==> config.mk <==
export PLATFORM = sky130hd
export DESIGN_NAME = rst_sequencer
export DESIGN_NICKNAME = d
export VERILOG_FILES = /design/src/rtl/rst_sequencer_pkg.sv /design/src/rtl/sync_2ff.sv /design/src/rtl/rst_sequencer.sv
export SDC_FILE = /design/constraint.sdc
export NUM_CORES = 1
export LEC_CHECK = 0
export BUFFER_PORTS_ARGS = -buffer_cell sky130_fd_sc_hd__buf_2
export CAP_MARGIN = 20
export CORE_MARGIN = 2
export CORE_UTILIZATION = 45
export CTS_CLUSTER_DIAMETER = 60
export CTS_CLUSTER_SIZE = 30
export DETAILED_ROUTE_END_ITERATION = 10
export GPL_TIMING_DRIVEN = 0
export HOLD_SLACK_MARGIN = 0.02
export PLACE_DENSITY_LB_ADDON = 0.25
export SETUP_SLACK_MARGIN = 0.1
export SLEW_MARGIN = 20
export SYNTH_ARGS = -nofsm -noshare
export SYNTH_HDL_FRONTEND = slang
export SYNTH_SLANG_ARGS = --single-unit
==> constraint.sdc <==
create_clock -name clk -period 1.61 [get_ports clk]
set_input_delay 0.322 -clock clk [delete_from_list [all_inputs] [get_ports clk]]
set_output_delay 0.322 -clock clk [all_outputs]
set_load 0.01 [all_outputs]
==> src/rtl/rst_sequencer_pkg.sv <==
// Shared definitions for the reset sequencer: FSM state encoding and loss-counter limit.
// Latency: n/a (definitions only).
// Backpressure: n/a.
package rst_sequencer_pkg;

    // Sequencer state encoding
    typedef logic [2:0] state_t;

    localparam state_t ST_WAIT_LOCK  = 3'd0;
    localparam state_t ST_HRAM_PULSE = 3'd1;
    localparam state_t ST_HRAM_WAIT  = 3'd2;
    localparam state_t ST_PERIPH_UP  = 3'd3;
    localparam state_t ST_RUN        = 3'd4;

    // Saturation value of the optional lock-loss event counter
    localparam logic [7:0] LOSS_CNT_MAX = 8'hFF;

endpackage

==> src/rtl/sync_2ff.sv <==
// Generic two-flop synchronizer for a single asynchronous level signal.
// Latency: 2 clk cycles from the sampling edge to q.
// Backpressure: none; q follows d continuously, flops clear on resetn low.
module sync_2ff (
    input  logic clk,
    input  logic resetn,
    input  logic d,
    output logic q
);

    logic meta;

    // Two-stage shift; first stage may go metastable, second stage is clean
    always_ff @(posedge clk or negedge resetn) begin
        if (!resetn) begin
            meta <= 1'b0;
            q    <= 1'b0;
        end else begin
            meta <= d;
            q    <= meta;
        end
    end

endmodule

==> src/rtl/rst_sequencer.sv <==
// Ordered reset release: HyperRAM RESET# pulse, then HyperBUS controller, then CPU, gated on PLL lock.
// Latency: cpu_resetn rises LOCK_CYCLES+HRAM_RST_CYCLES+HRAM_WAIT_CYCLES+CPU_DELAY cycles after lock_s rises (plus 2-cycle sync).
// Backpressure: none; lock loss restarts from WAIT_LOCK, sw_reset_req (PERIPH_UP/RUN only) restarts from HRAM_PULSE.
// Optional: define RST_SEQUENCER_LOSS_CNT_EN to add the 8-bit saturating lock_loss_cnt output.
module rst_sequencer
    import rst_sequencer_pkg::*;
#(
    parameter int LOCK_CYCLES      = 1024,
    parameter int HRAM_RST_CYCLES  = 4,
    parameter int HRAM_WAIT_CYCLES = 8,
    parameter int CPU_DELAY        = 16,
    parameter int CNT_W            = 16
) (
    input  logic       clk,
    input  logic       resetn,
    input  logic       pll_locked,
    input  logic       sw_reset_req,
    output logic       hram_rstn,
    output logic       hbus_resetn,
    output logic       cpu_resetn,
    output logic       ready
`ifdef RST_SEQUENCER_LOSS_CNT_EN
    ,
    output logic [7:0] lock_loss_cnt
`endif
);

    // Terminal counts: each dwell ends when the counter reaches parameter-1
    localparam logic [CNT_W-1:0] LOCK_LAST = CNT_W'(LOCK_CYCLES - 1);
    localparam logic [CNT_W-1:0] RST_LAST  = CNT_W'(HRAM_RST_CYCLES - 1);
    localparam logic [CNT_W-1:0] WAIT_LAST = CNT_W'(HRAM_WAIT_CYCLES - 1);
    localparam logic [CNT_W-1:0] CPU_LAST  = CNT_W'(CPU_DELAY - 1);
    localparam logic [CNT_W-1:0] CNT_ONE   = {{(CNT_W-1){1'b0}}, 1'b1};

    logic             lock_s;
    state_t           state;
    state_t           state_nxt;
    logic [CNT_W-1:0] cnt;
    logic [CNT_W-1:0] cnt_nxt;

    sync_2ff u_lock_sync (
        .clk    (clk),
        .resetn (resetn),
        .d      (pll_locked),
        .q      (lock_s)
    );

    // Next-state and dwell-counter logic; lock loss overrides soft reset
    always_comb begin
        state_nxt = state;
        cnt_nxt   = cnt + CNT_ONE;
        case (state)
            ST_WAIT_LOCK: begin
                if (!lock_s) begin
                    cnt_nxt = '0;
                end else if (cnt == LOCK_LAST) begin
                    state_nxt = ST_HRAM_PULSE;
                    cnt_nxt   = '0;
                end
            end
            ST_HRAM_PULSE: begin
                if (cnt == RST_LAST) begin
                    state_nxt = ST_HRAM_WAIT;
                    cnt_nxt   = '0;
                end
            end
            ST_HRAM_WAIT: begin
                if (cnt == WAIT_LAST) begin
                    state_nxt = ST_PERIPH_UP;
                    cnt_nxt   = '0;
                end
            end
            ST_PERIPH_UP: begin
                if (cnt == CPU_LAST) begin
                    state_nxt = ST_RUN;
                    cnt_nxt   = '0;
                end
            end
            ST_RUN: begin
                cnt_nxt = '0;
            end
            default: begin
                state_nxt = ST_WAIT_LOCK;
                cnt_nxt   = '0;
            end
        endcase

        if ((state != ST_WAIT_LOCK) && !lock_s) begin
            state_nxt = ST_WAIT_LOCK;
            cnt_nxt   = '0;
        end else if (sw_reset_req && ((state == ST_PERIPH_UP) || (state == ST_RUN))) begin
            state_nxt = ST_HRAM_PULSE;
            cnt_nxt   = '0;
        end
    end

    // State, counter and outputs all register on the same edge, decoded from the next state
    always_ff @(posedge clk or negedge resetn) begin
        if (!resetn) begin
            state       <= ST_WAIT_LOCK;
            cnt         <= '0;
            hram_rstn   <= 1'b0;
            hbus_resetn <= 1'b0;
            cpu_resetn  <= 1'b0;
            ready       <= 1'b0;
        end else begin
            state       <= state_nxt;
            cnt         <= cnt_nxt;
            hram_rstn   <= (state_nxt == ST_HRAM_WAIT) || (state_nxt == ST_PERIPH_UP) ||
                           (state_nxt == ST_RUN);
            hbus_resetn <= (state_nxt == ST_PERIPH_UP) || (state_nxt == ST_RUN);
            cpu_resetn  <= (state_nxt == ST_RUN);
            ready       <= (state_nxt == ST_RUN);
        end
    end

`ifdef RST_SEQUENCER_LOSS_CNT_EN
    logic lock_loss;
    assign lock_loss = (state != ST_WAIT_LOCK) && !lock_s;

    // Saturating count of lock-loss events; only resetn clears it
    always_ff @(posedge clk or negedge resetn) begin
        if (!resetn) begin
            lock_loss_cnt <= 8'h00;
        end else if (lock_loss && (lock_loss_cnt != LOSS_CNT_MAX)) begin
            lock_loss_cnt <= lock_loss_cnt + 8'h01;
        end
    end
`endif

endmodule

==> metrics <==
Crit-path slowest cell dfrtp_1; gpl congestion roughly 0.76; CTS Buffer Depth 2; routed wire length slightly below 3 mm; Routed wire per std cell 14.79 µm; most common cell after layout, fill and taps aside nor2_1; Max Clock Freq 573.0 MHz; Initial Util 0.4705; worst setup path class flop to flop; number of DRC markers in iteration 0 76; part of the cycle the worst path needs 1.084; CTS tree yes; synth warn 0; CP max FO 5; Worst setup EP type flop; crit path time final 1.745 ns; count of different cell masters after synthesis 35; die area approximately 3300 µm²; antenna viol nets, final 0; GR Util All Layers 0.1989; status finished, violations left; pwr dens a little under 700 nW/µm²; I/O Buffers 7; final core occ 0.6125; first-pass GRT wire length 5.023 mm; LEAKAGE 0.0007614 µW; Die H around 58 µm; Final WS setup -0.1351 ns; commonest non-fill, non-tap cells in the layout 27 x nor2_1, 20 x dfrtp_1, 19 x buf_4; RSZ-0062 raised after global routing true; Final setup viols 20; FILL cells ~240; Die X-Extent approximately 58 µm; Final Cell Area ~1700 µm²; Layout Skew ~0.0033 ns; EDFF count, synth 0; Pins Over Slew Limit 0; Peak supply drop about 0.00075 V; Post-Syn Area 1297 µm²; worst hold slack ~0.087 ns; largest net degree at the start of global routing 25; pre-CTS setup slack -0.3758 ns; setup TNS -2.257 ns; num rows 19; FF+latch count, synth 24; share of layout cells above drive strength 1 0.3593; Root Driver clkbuf_4; Main synth FF type dfrtp_1; WP data arrival a little under 2 ns; Multi-input gate area between 600 and 700 µm²; via count about 1100; hpwl dp 1.711 mm; Required @ worst endpoint about 1.8 ns; worst skew pair latency roughly 0.33 ns; Clock Sinks 24; post-synth top area share 0.4629; initial antenna violation count 0; num ports 8; MaxCap Viol Count 0; Net count, final approximately 170; dpl cell area roughly 1400 µm²; Worst-Margin Slew ~0.55 ns; Seq/Total Area, Yosys 0.4629; biggest cell delay along the critical path between 0.4 and 0.5 ns; Syn Nets between 100 and 150; Mapped Cells ~140; H-Tree Depth 1; CP Launch Type flop; CP Cell Sequence ha_2 -> and4_4 -> and3_4 -> a31oi_2 -> o21bai_4 -> buf_4 -> nor2_1; flip-flop and latch area 605.6 µm²; Initial DRT Pass Iterations 4; failing checks setup timing; area leader, netlist dfrtp_1; Clock transition at path regs roughly 0.13 ns; core area 2758 µm²; Max-slew headroom 0.6343; Area growth, synth to finish 30.18%; vias in the first global route 1119; Final Hold Vio Count 0; ys async rst share 1.000; average cell area after synthesis between 9 and 10 µm²; vias per std cell approximately 5.6; CTS Buf Count 3; DRC 0; top cells by area, synth dfrtp_1 46%, nor2_1 7.8%, xor2_1 5.4%; Hold WC Path Type primary input to flop; total congestion overflow 0; antenna cell count 0
## layout make-up
type                    instances  area share
clock buffers                   3     0.01333
multi-input cells              96      0.4096
repair buffers                 28      0.1200
well taps                      31     0.02296
inverters                       9     0.02000
flip-flops and latches         24      0.3585
clock inverters                 1     0.01778
plain buffers                   6     0.03778
## sequential cells by signal (all words and copies together) (netlist names)
register          cells
cnt                  16
ready                 1
hram_rstn             1
u_lock_sync.q         1
u_lock_sync.meta      1
hbus_resetn           1
state                 3
## cell families after synthesis
| family | count (synthesis) | share of synthesized area |
|---|---|---|
| xor+xnor | 14 | 0.09451 |
| fa+ha+maj | 2 | 0.01928 |
| compound gates | 19 | 0.1003 |
| simple gates | 61 | 0.2479 |
| buf+inv | 15 | 0.07521 |
| flops | 24 | 0.4629 |
## path summary, 6_finish.rpt
check	from	to	slack, ns	depth (start not counted)
min in group asynchronous	resetn	state[2]	0.50	2
max in group asynchronous	resetn	cnt[5]	0.72	2
hold reg to reg	u_lock_sync.meta	u_lock_sync.q	0.37	0
setup / recovery	cnt[0]	cnt[4]	-0.14	7
hold / removal	pll_locked	u_lock_sync.meta	0.09	1
setup reg to reg	cnt[0]	cnt[4]	-0.14	7
## power breakdown
group / switching, µW / internal, µW / total [µW]
clock: 192 / 252 / 444
combinational: 48.2 / 39.6 / 87.7
sequential: 6.75 / 611 / 618
total: 247 / 903 / 1150
## critical path: cells and delay by family, from the launching register on
family                   cells  cell delay (ns)
AO/OA/AOI/OAI                2             0.38
adder cells (fa/ha/maj)      1             0.21
buffers and inverters        1             0.16
flip-flops                   1             0.41
AND/OR/NAND/NOR              3             0.47
## per-stage QoR
stage	power, µW	std cells
after global routing	1202	198
after floorplan	661.3	135
after detailed placement	687.7	173
after CTS	1150	193
final	1150	198
after global placement	685.0	173
## layer usage
layer  vias up  global-route usage  wire (µm)
met4         0              0.1063        105
met2        33              0.3377       1462
met3        13             0.02902        107
li1        530                   -          -
met1       530              0.2438       1253
met5         -                   0          0
## Yosys cell counts (all sizes together), types with 4 or more instances
cell   number
a21oi       5
nand2       5
and4        4
buf         6
dfrtp      24
inv         9
nand3       6
nor3        4
nand4       6
xor2        8
xnor2       6
nor2       27
## what timing repair did
| action | 4_1_cts | 5_1_grt |
|---|---|---|
| gates cloned | 1 | 0 |
| buffers inserted | 14 | 5 |
| pin swaps | 9 | 9 |
| resized for setup | 17 | 2 |
| hold buffers | 1 | 0 |
| endpoints found under the hold margin | 24 | 0 |
| setup endpoints to repair | 21 | 22 |
(Power assumes the default switching activity.)
